$ cat src/rtl/rr_stream_arb.sv
// Round-robin arbiter merging NUM_REQ valid/ready streams into one registered output stream.
// Optional packet locking (hold grant until in_last) enabled by defining RR_STREAM_ARB_PKT_LOCK_EN.
module rr_stream_arb #(
  parameter int NUM_REQ    = 4,
  parameter int DATA_WIDTH = 256,
  localparam int ID_W      = (NUM_REQ > 1) ? $clog2(NUM_REQ) : 1
) (
  input  logic                          clk,
  input  logic                          reset,
  input  logic [NUM_REQ-1:0]            in_valid,
  input  logic [NUM_REQ*DATA_WIDTH-1:0] in_data,
  input  logic [NUM_REQ-1:0]            in_last,
  output logic [NUM_REQ-1:0]            in_ready,
  output logic                          out_valid,
  output logic [DATA_WIDTH-1:0]         out_data,
  output logic                          out_last,
  output logic [ID_W-1:0]               out_id,
  input  logic                          out_ready
);

  logic                  out_valid_q, out_valid_d;
  logic [DATA_WIDTH-1:0] out_data_q,  out_data_d;
  logic                  out_last_q,  out_last_d;
  logic [ID_W-1:0]       out_id_q,    out_id_d;
  logic [ID_W-1:0]       rr_ptr_q,    rr_ptr_d;
`ifdef RR_STREAM_ARB_PKT_LOCK_EN
  logic                  lock_q,      lock_d;
  logic [ID_W-1:0]       lock_id_q,   lock_id_d;
`endif

  logic                  load_en;
  logic                  accept;
  logic [NUM_REQ-1:0]    grant;
  logic                  gnt_valid;
  logic [ID_W-1:0]       gnt_id;
  logic [ID_W-1:0]       base;
  logic [ID_W-1:0]       ptr_inc;

  // Search upward from the base index; while locked only the locked requester (k == 0) may win.
  always_comb begin
    load_en   = !out_valid_q || out_ready;
    grant     = '0;
    gnt_valid = 1'b0;
    gnt_id    = '0;
    base      = rr_ptr_q;
`ifdef RR_STREAM_ARB_PKT_LOCK_EN
    if (lock_q) base = lock_id_q;
`endif
    for (int k = 0; k < NUM_REQ; k++) begin
      int              s;
      logic [ID_W-1:0] idx;
      logic            cand;
      s = int'(base) + k;
      if (s >= NUM_REQ) s = s - NUM_REQ;
      idx = s[ID_W-1:0];
`ifdef RR_STREAM_ARB_PKT_LOCK_EN
      cand = in_valid[idx] && (k == 0 || !lock_q);
`else
      cand = in_valid[idx];
`endif
      if (!gnt_valid && cand) begin
        gnt_valid  = 1'b1;
        gnt_id     = idx;
        grant[idx] = 1'b1;
      end
    end
  end

  assign in_ready = reset ? '0 : (grant & {NUM_REQ{load_en}});
  assign accept   = gnt_valid && load_en && !reset;
  assign ptr_inc  = (gnt_id == ID_W'(NUM_REQ - 1)) ? '0 : gnt_id + ID_W'(1);

  always_comb begin
    out_valid_d = out_valid_q;
    out_data_d  = out_data_q;
    out_last_d  = out_last_q;
    out_id_d    = out_id_q;
    rr_ptr_d    = rr_ptr_q;
`ifdef RR_STREAM_ARB_PKT_LOCK_EN
    lock_d      = lock_q;
    lock_id_d   = lock_id_q;
`endif
    if (load_en) out_valid_d = accept;
    if (accept) begin
      out_data_d = in_data[int'(gnt_id)*DATA_WIDTH +: DATA_WIDTH];
      out_last_d = in_last[gnt_id];
      out_id_d   = gnt_id;
`ifdef RR_STREAM_ARB_PKT_LOCK_EN
      // Pointer stays frozen for the whole packet and advances past the owner on its last beat.
      if (in_last[gnt_id]) begin
        lock_d   = 1'b0;
        rr_ptr_d = ptr_inc;
      end else begin
        lock_d    = 1'b1;
        lock_id_d = gnt_id;
      end
`else
      rr_ptr_d = ptr_inc;
`endif
    end
  end

  always_ff @(posedge clk) begin
    if (reset) begin
      out_valid_q <= 1'b0;
      rr_ptr_q    <= '0;
`ifdef RR_STREAM_ARB_PKT_LOCK_EN
      lock_q      <= 1'b0;
      lock_id_q   <= '0;
`endif
    end else begin
      out_valid_q <= out_valid_d;
      rr_ptr_q    <= rr_ptr_d;
`ifdef RR_STREAM_ARB_PKT_LOCK_EN
      lock_q      <= lock_d;
      lock_id_q   <= lock_id_d;
`endif
    end
  end

  // Payload registers need no reset; they are only meaningful while out_valid is high.
  always_ff @(posedge clk) begin
    out_data_q <= out_data_d;
    out_last_q <= out_last_d;
    out_id_q   <= out_id_d;
  end

  assign out_valid = out_valid_q;
  assign out_data  = out_data_q;
  assign out_last  = out_last_q;
  assign out_id    = out_id_q;

endmodule

$ cat config.mk
export PLATFORM = sky130hd
export DESIGN_NAME = rr_stream_arb
export DESIGN_NICKNAME = d
export VERILOG_FILES = /design/src/rtl/rr_stream_arb.sv
export SDC_FILE = /design/constraint.sdc
export NUM_CORES = 1
export LEC_CHECK = 0
export CAP_MARGIN = 20
export CELL_PAD_IN_SITES_DETAIL_PLACEMENT = 1
export CELL_PAD_IN_SITES_GLOBAL_PLACEMENT = 1
export CORE_AREA = 2 2 512 514
export DETAILED_ROUTE_END_ITERATION = 16
export DIE_AREA = 0 0 514 516
export GPL_TIMING_DRIVEN = 0
export PLACE_DENSITY_LB_ADDON = 0.1
export SLEW_MARGIN = 20
export SYNTH_ARGS = -nofsm -noshare
export SYNTH_HDL_FRONTEND = slang
export SYNTH_SLANG_ARGS = --single-unit
$ cat constraint.sdc
create_clock -name clk -period 27.4 [get_ports clk]
set_input_delay 4.11 -clock clk [delete_from_list [all_inputs] [get_ports clk]]
set_output_delay 4.11 -clock clk [all_outputs]
set_load 0.005 [all_outputs]
After elaboration in Yosys (flattened, before gate mapping)
Cells that the tools add are included.
{"block": "totals", "wordCells": 83, "register_bits": 262, "in_bits": 1035, "mem_bits_ro": 0, "mem_count": 0, "latchBits": 0, "mem_bits_rw": 0, "output_inout_bits": 264}
{"block": "op_classes", "reduce_logical": 15, "multipliers": 0, "addsub": 8, "n_mux": 36, "n_eq_ne": 1, "n_lt_le_gt_ge": 13, "n_div": 0, "shift": 1, "bitwise": 4}
{"operator": "variable part select 1024 x 11 -> 256 bit", "n": 1}
{"operator": "two-way mux 4 bit", "n": 5}
{"operator": "two-way mux 2 bit", "n": 9}
{"operator": "less-than comparator 2 x 3 -> 1 bit (second input constant)", "n": 5}
{"operator": "two-way mux 1 bit", "n": 13}
{"operator": "bitwise OR 4 bit", "n": 3}
{"operator": "binary-select mux 1 bit (select 2 bit)", "n": 5}
{"operator": ">= comparator 3 bit (second input constant)", "n": 3}
{"operator": "logical AND 1 bit", "n": 9}
{"operator": "demux 1 bit (select 2 bit)", "n": 4}
{"operator": ">= comparator 2 x 1 -> 1 bit (second input constant)", "n": 4}
{"operator": "subtractor 2 x 1 -> 2 bit (second input constant)", "n": 4}
{"operator": "adder 2 x 2 -> 3 bit (second input constant)", "n": 2}
{"operator": "zero test 1 bit", "n": 5}
{"operator": "bitwise AND 4 bit", "n": 1}
{"operator": "adder 2 x 1 -> 3 bit (second input constant)", "n": 1}
{"operator": ">= comparator 2 x 3 -> 1 bit (second input constant)", "n": 1}
{"operator": "adder 2 x 1 -> 2 bit (second input constant)", "n": 1}
{"operator": "== test 2 bit (second input constant)", "n": 1}
{"operator": "logical OR 1 bit", "n": 1}

Logic depth before layout (Yosys ltp)
Gate-level depths: netlist (run 1).
{"block": "logic_depth", "depth_word": 16, "depth_mapped": 18, "depth_no_buf": 11}

Least setup slack after synthesis (run 1)
Ideal clock, no wire load.
{"block": "synth_timing", "kind": "input port to flip-flop", "startpoint": "input in_valid[3]", "endpoint": "register rr_ptr_q[0] (netlist: base[0])", "n_path_buf": 1, "setup_ns": 0.135, "stages": 6, "required_time_ns": 27.265, "t_arrival_ns": 16.865, "slack_ns": 10.400, "path_cell_list": "clkbuf_1 -> nor4_1 -> nor2_1 -> o21ai_0 -> a32oi_1 -> nor2_1"}
{"block": "synth_via", "elab_chain_len": 14, "elab_cells_between_ends": 27, "cone_classes": "add/sub (1); eq/ne (1); mux (17); reduce/logical (8)"}
{"element": "start: declaration", "line": "10", "source": "input logic [NUM_REQ-1:0] in_valid,"}
{"element": "binary-select mux 1 bit (select 2 bit)", "line": "59", "source": "cand = in_valid[idx];"}
{"element": "two-way mux 1 bit (not written as such)", "line": "59"}
{"element": "two-way mux 1 bit", "line": "61", "source": "if (!gnt_valid && cand) begin"}
{"element": "zero test 1 bit", "line": "61"}
{"element": "logical AND 1 bit", "line": "61"}
{"element": "two-way mux 1 bit", "line": "61"}
{"element": "zero test 1 bit", "line": "61"}
{"element": "logical AND 1 bit", "line": "61"}
{"element": "two-way mux 1 bit", "line": "61"}
{"element": "zero test 1 bit", "line": "61"}
{"element": "logical AND 1 bit", "line": "61"}
{"element": "two-way mux 1 bit (*)", "line": "61"}
{"element": "logical AND 1 bit (*) (2 in a row)", "line": "70", "source": "assign accept = gnt_valid && load_en && !reset;"}
{"element": "via accept", "line": "32", "source": "logic accept;"}
{"element": "end signal: assignment", "line": "113", "source": "rr_ptr_q <= rr_ptr_d;"}
{"element": "end: declaration", "line": "25", "source": "logic [ID_W-1:0] rr_ptr_q, rr_ptr_d;"}
Mark *: on every way through the listed nets, which the timed path passes. The rest lies on a longest branch. The select of a mux whose other input is x is not followed.
A chain may end at the register's enable or synchronous reset.

Worst setup path after layout (run 1)
{"block": "layout_timing", "startpoint": "input in_valid[3]", "endpoint": "output in_ready[0]"}
{"block": "layout_via", "elab_chain_len": 14, "elab_cells_between_ends": 26, "cone_classes": "mux (16); bitwise (4); reduce/logical (6)"}
{"element": "binary-select mux 1 bit (select 2 bit)", "line": "59"}
{"element": "two-way mux 1 bit (not written as such)", "line": "59"}
{"element": "two-way mux 1 bit", "line": "61"}
{"element": "zero test 1 bit", "line": "61"}
{"element": "logical AND 1 bit", "line": "61"}
{"element": "two-way mux 1 bit", "line": "61"}
{"element": "zero test 1 bit", "line": "61"}
{"element": "logical AND 1 bit", "line": "61"}
{"element": "two-way mux 1 bit", "line": "61"}
{"element": "zero test 1 bit", "line": "61"}
{"element": "logical AND 1 bit", "line": "61"}
{"element": "two-way mux 4 bit (*)", "line": "61"}
{"element": "bitwise AND 4 bit (*)", "line": "69", "source": "assign in_ready = reset ? '0 : (grant & {NUM_REQ{load_en}});"}
{"element": "two-way mux 4 bit (*)", "line": "69"}
{"element": "end: declaration", "line": "13", "source": "output logic [NUM_REQ-1:0] in_ready,"}
Mark *: on every way between the ends. The rest lies on a longest branch, timed or not. The select of a mux whose other input is x is not followed.

==> results by group, run 1 <==
Outcome
  – Status: finished clean

Setup path
  – Reg2Reg Launch Point: base[0]
  – Setup crit end kind: output port
  – Critical path data required time: 23290 ps
  – CP arrival: 6580 ps
  – RR Endpoint: out_data[71]
  – Critical Path Source Type: input port
  – Crit path max fanout: 10
  – Reg2Reg Setup Slack: 21830 ps
  – Critical path type: in -> out
  – Worst r2r path cells: 13

Floorplanning
  – Die width: 514 um
  – Die span in y: 516 um
  – Starting density of the core: 9.653%
  – Die area: ~270000 um^2
  – IO Pins: 1299
  – Core Rows: about 190
  – Core area: 259200 um^2

Yosys
  – Post-Syn Area: 25030 um^2
  – Ys async rst share: 0%
  – Sequential element share of the synthesized area: between 30% and 40%
  – Yosys top cell by area: edfxtp_1
  – Synth Instances: ~2200
  – Synth Flop Type: edfxtp_1
  – Unique cell type count in the Yosys netlist: 40
  – Yosys warns: 0
  – EDFF count, synth: 259
  – Area contributors post-synth: edfxtp_1, mux2_2, a221oi_1
  – Synth Register Bits: 262
  – Yosys top cell area share: between 30% and 40%
  – Post-synthesis net count: 3212
  – Syn_area_per_cell: 11.54 um^2

Power
  – Clock share of power: between 10% and 20%
  – Flop pwr share: 15.9%
  – Comb power frac: 69.5%
  – NetSw: roughly 2300 uW
  – Internal Power: 2408 uW
  – P_leak: 0.01420 uW
  – Max IR drop VDD: between 0.00004 and 0.00005 V
  – Switching portion of total power: about half
  – Power Dens Cells: roughly 100 nW/um^2

Timing
  – RSZ-0062 raised after global routing: no
  – # setup viols final: 0
  – Worst slew pin tran: 1124 ps
  – Final Max Slew Viols: 0
  – Period utilization: 39.01%
  – Hold Fails Final Rpt: 0
  – Final Skew: between 30 and 40 ps
  – Worst slew margin: between 20% and 30%
  – Final worst path period need: 10690 ps
  – FMAX: 93.55 MHz
  – Final WS setup: ~17000 ps

Drt
  – Routed vias: 27990
  – DRT Pass-1 Iters: 7
  – Post-DRT Antenna Nets: 0
  – Iter 0 DRT Violations: 1223
  – Avg WL per Cell: 32.67 um
  – Total Wirelength: 229700 um
  – DRC: 0
  – Vias per cell: about 4.0

GRT
  – Vias in the first global route: 30090
  – Gr ovfl total: 0
  – First-pass GRT wire length: about 300000 um
  – Largest net degree at the start of global routing: 23
  – Total track usage: 16.53%
  – Initial antenna violation count: 148

Clocking
  – CTS buffer count: 50
  – Hold-fix buffers, CTS: 0
  – Worst-case clock buffer depth: 3
  – Sink Count: 262
  – Post_cts resized: 0
  – Root buffer cell: clkbuf_16
  – Post-CTS setup buffers: 0
  – Clk_lat worst skew: between 700 and 800 ps
  – CTS tree: done
  – H-tree depth reported by CTS: 2
  – CTS clock-pin slew for the worst setup and hold paths: 60 ps

Layout
  – Final Net Count: 4584
  – Finished Layout Cells: approximately 7000
  – Share of layout cells above drive strength 1: 20.88%
  – Finished Cell Area: 44610 um^2
  – Area growth syn-to-layout: 78.27%

Place
  – GP Congestion: 0.8009
  – DP Wirelength: 187300 um
  – Placed instance area: 42840 um^2
  – PortBufs: 1297
  – Dpl ws: between 15000 and 20000 ps
  – DP Cell Count: 6890

Worst hold path
  – Hold_sp: out_valid
  – Hold crit path type: reg -> reg
  – Hold depth: 2
  – Hold worst-path end: out_valid

Flow run
  – Max-cap violations: 0
## worst max path at each step
stage	startpoint	to	slack (ps)	cells past startpoint
floorplan	in_valid[3]	base[0]	10400	6
finish	in_valid[3]	in_ready[0]	16710	8
global route	in_valid[3]	in_ready[2]	16490	8
global placement	in_valid[3]	base[0]	-3770	7
detailed placement	in_valid[3]	in_ready[2]	16610	8
CTS	in_valid[3]	in_ready[0]	16610	8
## power by group through the flow
stage	clock [uW]	sequential (uW)	combinational [uW]
floorplan	0	760	1720
global placement	0	773	3340
detailed placement	0	752	3360
CTS	728	747	3370
global route	730	758	3500
finish	683	742	3250
## cells in the final DEF (no fill, tap or decap), types with 2 or more instances in the layout
cell,count
clkinvlp_4,4
inv_1,3
a22o_1,4
a21oi_1,8
clkinv_1,8
a221oi_1,402
mux2_1,129
mux2_4,4
bufinv_16,6
a221oi_2,112
nand2b_1,5
edfxtp_1,259
nand3_1,2
o22ai_1,257
clkinv_8,2
ha_1,9
nand2_1,7
buf_4,2
clkinv_2,9
mux2_2,383
clkbuf_16,51
clkinv_4,2
buf_12,10
diode_2,47
buf_1,2
dfxtp_1,3
buf_2,103
mux2i_1,264
buf_6,29
clkdlybuf4s50_1,1297
buf_16,12
clkbuf_2,12
mux4_2,2
nor2_1,6
clkbuf_1,156
## stage by stage
stage          hold WS, ps  TNS (ps)  utilization [%]  total power (uW)
2_1_floorplan        484.1         0                -              2480
3_3_place_gp         522.6   -570020            16.30              4109
3_5_place_dp         521.6         0            16.52              4117
4_1_cts              542.2         0            17.16              4849
5_1_grt              584.2         0            17.18              4991
6_report             535.1         0            17.21              4677
## state kept, by name (all words and copies together) (netlist names)
register / flops
base: 2
out_data: 256
out_id: 2
out_last: 1
out_valid: 1
## cells in the mapped netlist, drive strengths merged (3+ instances only)
library cell  count
a21oi             8
dfxtp             3
buf             135
ha                9
nor2              7
nand2b            5
o22ai           257
nand2             7
mux2            516
a22o              4
edfxtp          259
clkbuf          156
mux2i           264
inv               4
a221oi          514
## layer usage
metal	routed length (um)	vias up	track usage (%)	share of wire [%]
met5	813	-	0	0.35
met4	4999	130	3.984	2.2
met3	20200	330	6.604	8.8
li1	-	12350	-	-
met2	113600	1122	29.10	49
met1	90060	14060	18.47	39
## final cells by class
| class | count | area (um^2) |
|---|---|---|
| inverters | 4 | 15.01 |
| plain buffers | 291 | 1454 |
| flip-flops and latches | 262 | 7838 |
| repair buffers | 1320 | 13520 |
| diodes | 47 | 117.6 |
| multi-input cells | 1611 | 15750 |
| fillers | 29540 | 214600 |
| clock inverters | 31 | 335.3 |
| well taps | 3402 | 4257 |
| clock buffers | 63 | 1321 |
## logic make-up (layout without fill, tap and decap cells)
group	count (synthesis)	count (layout)	share of synthesized area [%]
AO/OA/AOI/OAI	791	791	27.78
adder cells (fa/ha/maj)	9	9	0.4500
buffers and inverters	295	1709	5.805
flip-flops	262	262	31.32
multiplexers	782	782	34.02
other	0	47	0
AND/OR/NAND/NOR	29	29	0.6250
## worst max-delay path: stages
cell,delay (ps)
clkdlybuf4s50_1,510
clkbuf_1,390
mux4_2,350
nor2b_4,200
a22o_1,160
mux2i_1,80
a21oi_1,150
clkdlybuf4s50_1,620
(Power assumes the default switching activity.)
==> run 2: changes to the inputs <==
Clock period 27.4 ns to 10.4 ns, I/O delays scaled along.
==> results by group, run 2 (synthesis results as in run 1) <==
GRT
  – Gr ovfl total: 0 (unchanged)
  – First-pass GRT wire length: 295800 um (-0.87%)
  – Total track usage: 16.39% (-0.14 points)
  – Vias in the first global route: 29760 (-1.1%)
  – Initial antenna violation count: 161 (+8.8%)
  – Largest net degree at the start of global routing: 25 (+8.7%)

Clocking
  – Post-CTS setup buffers: 0 (unchanged)
  – Post_cts resized: 0 (unchanged)
  – Sink Count: 262 (unchanged)
  – Worst-case clock buffer depth: 3 (unchanged)
  – H-tree depth reported by CTS: 2 (unchanged)
  – Clk_lat worst skew: 660 ps (-50 ps)
  – Hold-fix buffers, CTS: 0 (unchanged)
  – CTS tree: done
  – Root buffer cell: clkbuf_16
  – CTS buffer count: 48 (-4.0%)
  – CTS clock-pin slew for the worst setup and hold paths: 50 ps (about the same)

Floorplanning
  – Core Rows: 187 (unchanged)
  – Core area: 259200 um^2 (unchanged)
  – Die width: 514 um (unchanged)
  – IO Pins: 1299 (unchanged)
  – Starting density of the core: 9.653% (unchanged)
  – Die span in y: 516 um (unchanged)
  – Die area: 265200 um^2 (unchanged)

Drt
  – DRC: 0 (unchanged)
  – Vias per cell: 3.956 (-0.62%)
  – DRT Pass-1 Iters: 5 (-2)
  – Avg WL per Cell: 32.43 um (-0.71%)
  – Iter 0 DRT Violations: 1185 (-3.1%)
  – Total Wirelength: 227600 um (-0.90%)
  – Post-DRT Antenna Nets: 0 (unchanged)
  – Routed vias: 27770 (-0.80%)

Setup path
  – Critical path data required time: 8840 ps (-14450 ps)
  – Setup crit end kind: output port
  – Critical Path Source Type: flip-flop
  – Critical path type: reg -> out
  – Crit path max fanout: 10 (unchanged)
  – CP arrival: 4160 ps (-2420 ps)

Layout
  – Share of layout cells above drive strength 1: 20.95% (+0.070 points)
  – Max reg flops: 256 (unchanged)
  – Reg area: 7838 um^2 (unchanged)
  – Commonest non-fill, non-tap cell in the layout: clkdlybuf4s50_1
  – Most frequent cells in the layout: clkdlybuf4s50_1, a221oi_1, mux2_2, mux2i_1, edfxtp_1
  – Multi-input gate area: 15760 um^2 (about the same)
  – Area growth syn-to-layout: 78.10% (about the same)
  – Fillers: 29670 (+0.45%)
  – Final Net Count: 4578 (-0.13%)
  – Finished Layout Cells: 7018 (-0.18%)

Power
  – Switching portion of total power: 47.65% (-0.87 points)
  – NetSw: 5855 uW (+160%)
  – Flop pwr share: 15.9% (about the same)
  – P_leak: 0.01418 uW (-0.12%)
  – Max IR drop VDD: 0.0001416 V (+220%)
  – Comb power frac: 68.7% (-0.8 points)
  – Clock share of power: 15.4% (+0.8 points)
  – Internal Power: 6434 uW (+170%)
  – Power Dens Cells: 275.7 nW/um^2 (+160%)

Place
  – GP Congestion: 0.8174 (+2.1%)
  – DP Wirelength: 186200 um (-0.55%)
  – PortBufs: 1297 (unchanged)
  – DP Cell Count: 6886 (-0.058%)
  – Dpl ws: 3888 ps (-12730 ps)

Timing
  – Final worst path period need: 5724 ps
  – Worst slew margin: 30.69% (+5.6 points)
  – Final Max Slew Viols: 0 (unchanged)
  – Hold_ws: 526.4 ps (-8.707 ps)
  – # setup viols final: 0 (unchanged)
  – Final WS setup: 4676 ps (-12030 ps)
  – Final Skew: 19.11 ps (-15.69 ps)
  – Period utilization: 55.04%
  – RSZ-0062 raised after global routing: no
  – Hold Fails Final Rpt: 0 (unchanged)
  – FMAX: 174.7 MHz
  – Worst slew pin tran: 1040 ps (-83.99 ps)

Outcome
  – Status: finished clean

Worst hold path
  – Hold crit path type: reg -> reg

Flow run
  – Max-cap violations: 0 (unchanged)
==> run 2: cell types whose count changed in the layout (fill, tap and decap cells not counted), moves of 2 or more <==
cell | previous run | this run
clkinv_4 | 2 | 4
clkinv_8 | 2 | 0
buf_12 | 10 | 14
clkbuf_1 | 156 | 144
bufinv_16 | 6 | 12
buf_16 | 12 | 5
clkbuf_16 | 51 | 49
==> run 2: metal layers <==
metal	vias to the layer above	wire length (um)	track usage (%)
li1	12340	-	-
met1	13790	86930	17.87
met2	1150	113600	29.37
met3	341	21630	7.095
met4	150	4467	3.111
met5	-	981	0
==> run 2: final cells by class <==
class                   instances  area share, %
clock buffers                  50          2.760
inverters                       4        0.03369
multi-input cells            1611          35.36
clock inverters                36          1.120
repair buffers               1316          30.07
diodes                         46         0.2583
flip-flops and latches        262          17.59
well taps                    3402          9.551
plain buffers                 291          3.262
==> run 2: final timing paths <==
kind / from / endpoint / slack (ps) / depth (start not counted)
min: out_valid / out_valid / 530 / 2
max: base[0] / in_ready[1] / 4680 / 11
min reg2reg: out_valid / out_valid / 530 / 2
max reg2reg: base[0] / out_data[203] / 4840 / 13
==> run 2: through the flow <==
stage                     setup TNS, ps  cell area [um^2]  util, %  power (uW)
after detailed placement              0             42720    16.48       10710
after floorplan                       0             25030        -        6522
after global routing                  0             44490    17.16       13130
after global placement         -1968780             42270    16.30       10730
final                                 0             44570    17.19       12290
after CTS                             0             44450    17.15       12720
==> run 2: power groups by stage <==
stage	logic, uW	clock network, uW	registers [uW]
after floorplan	4530	0	1990
after global placement	8720	0	2010
after detailed placement	8730	0	1990
after CTS	8760	2000	1970
after global routing	9130	2010	2000
final	8450	1890	1960
==> run 2: critical path: stages, from the launching register on <==
cell and delay [ps]:
dfxtp_1 430, buf_2 250, buf_2 250, inv_1 150
ha_1 300, clkbuf_1 390, mux4_2 510, nor2b_4 220
a22o_1 150, mux2i_1 70, a21oi_1 170, clkdlybuf4s50_1 640
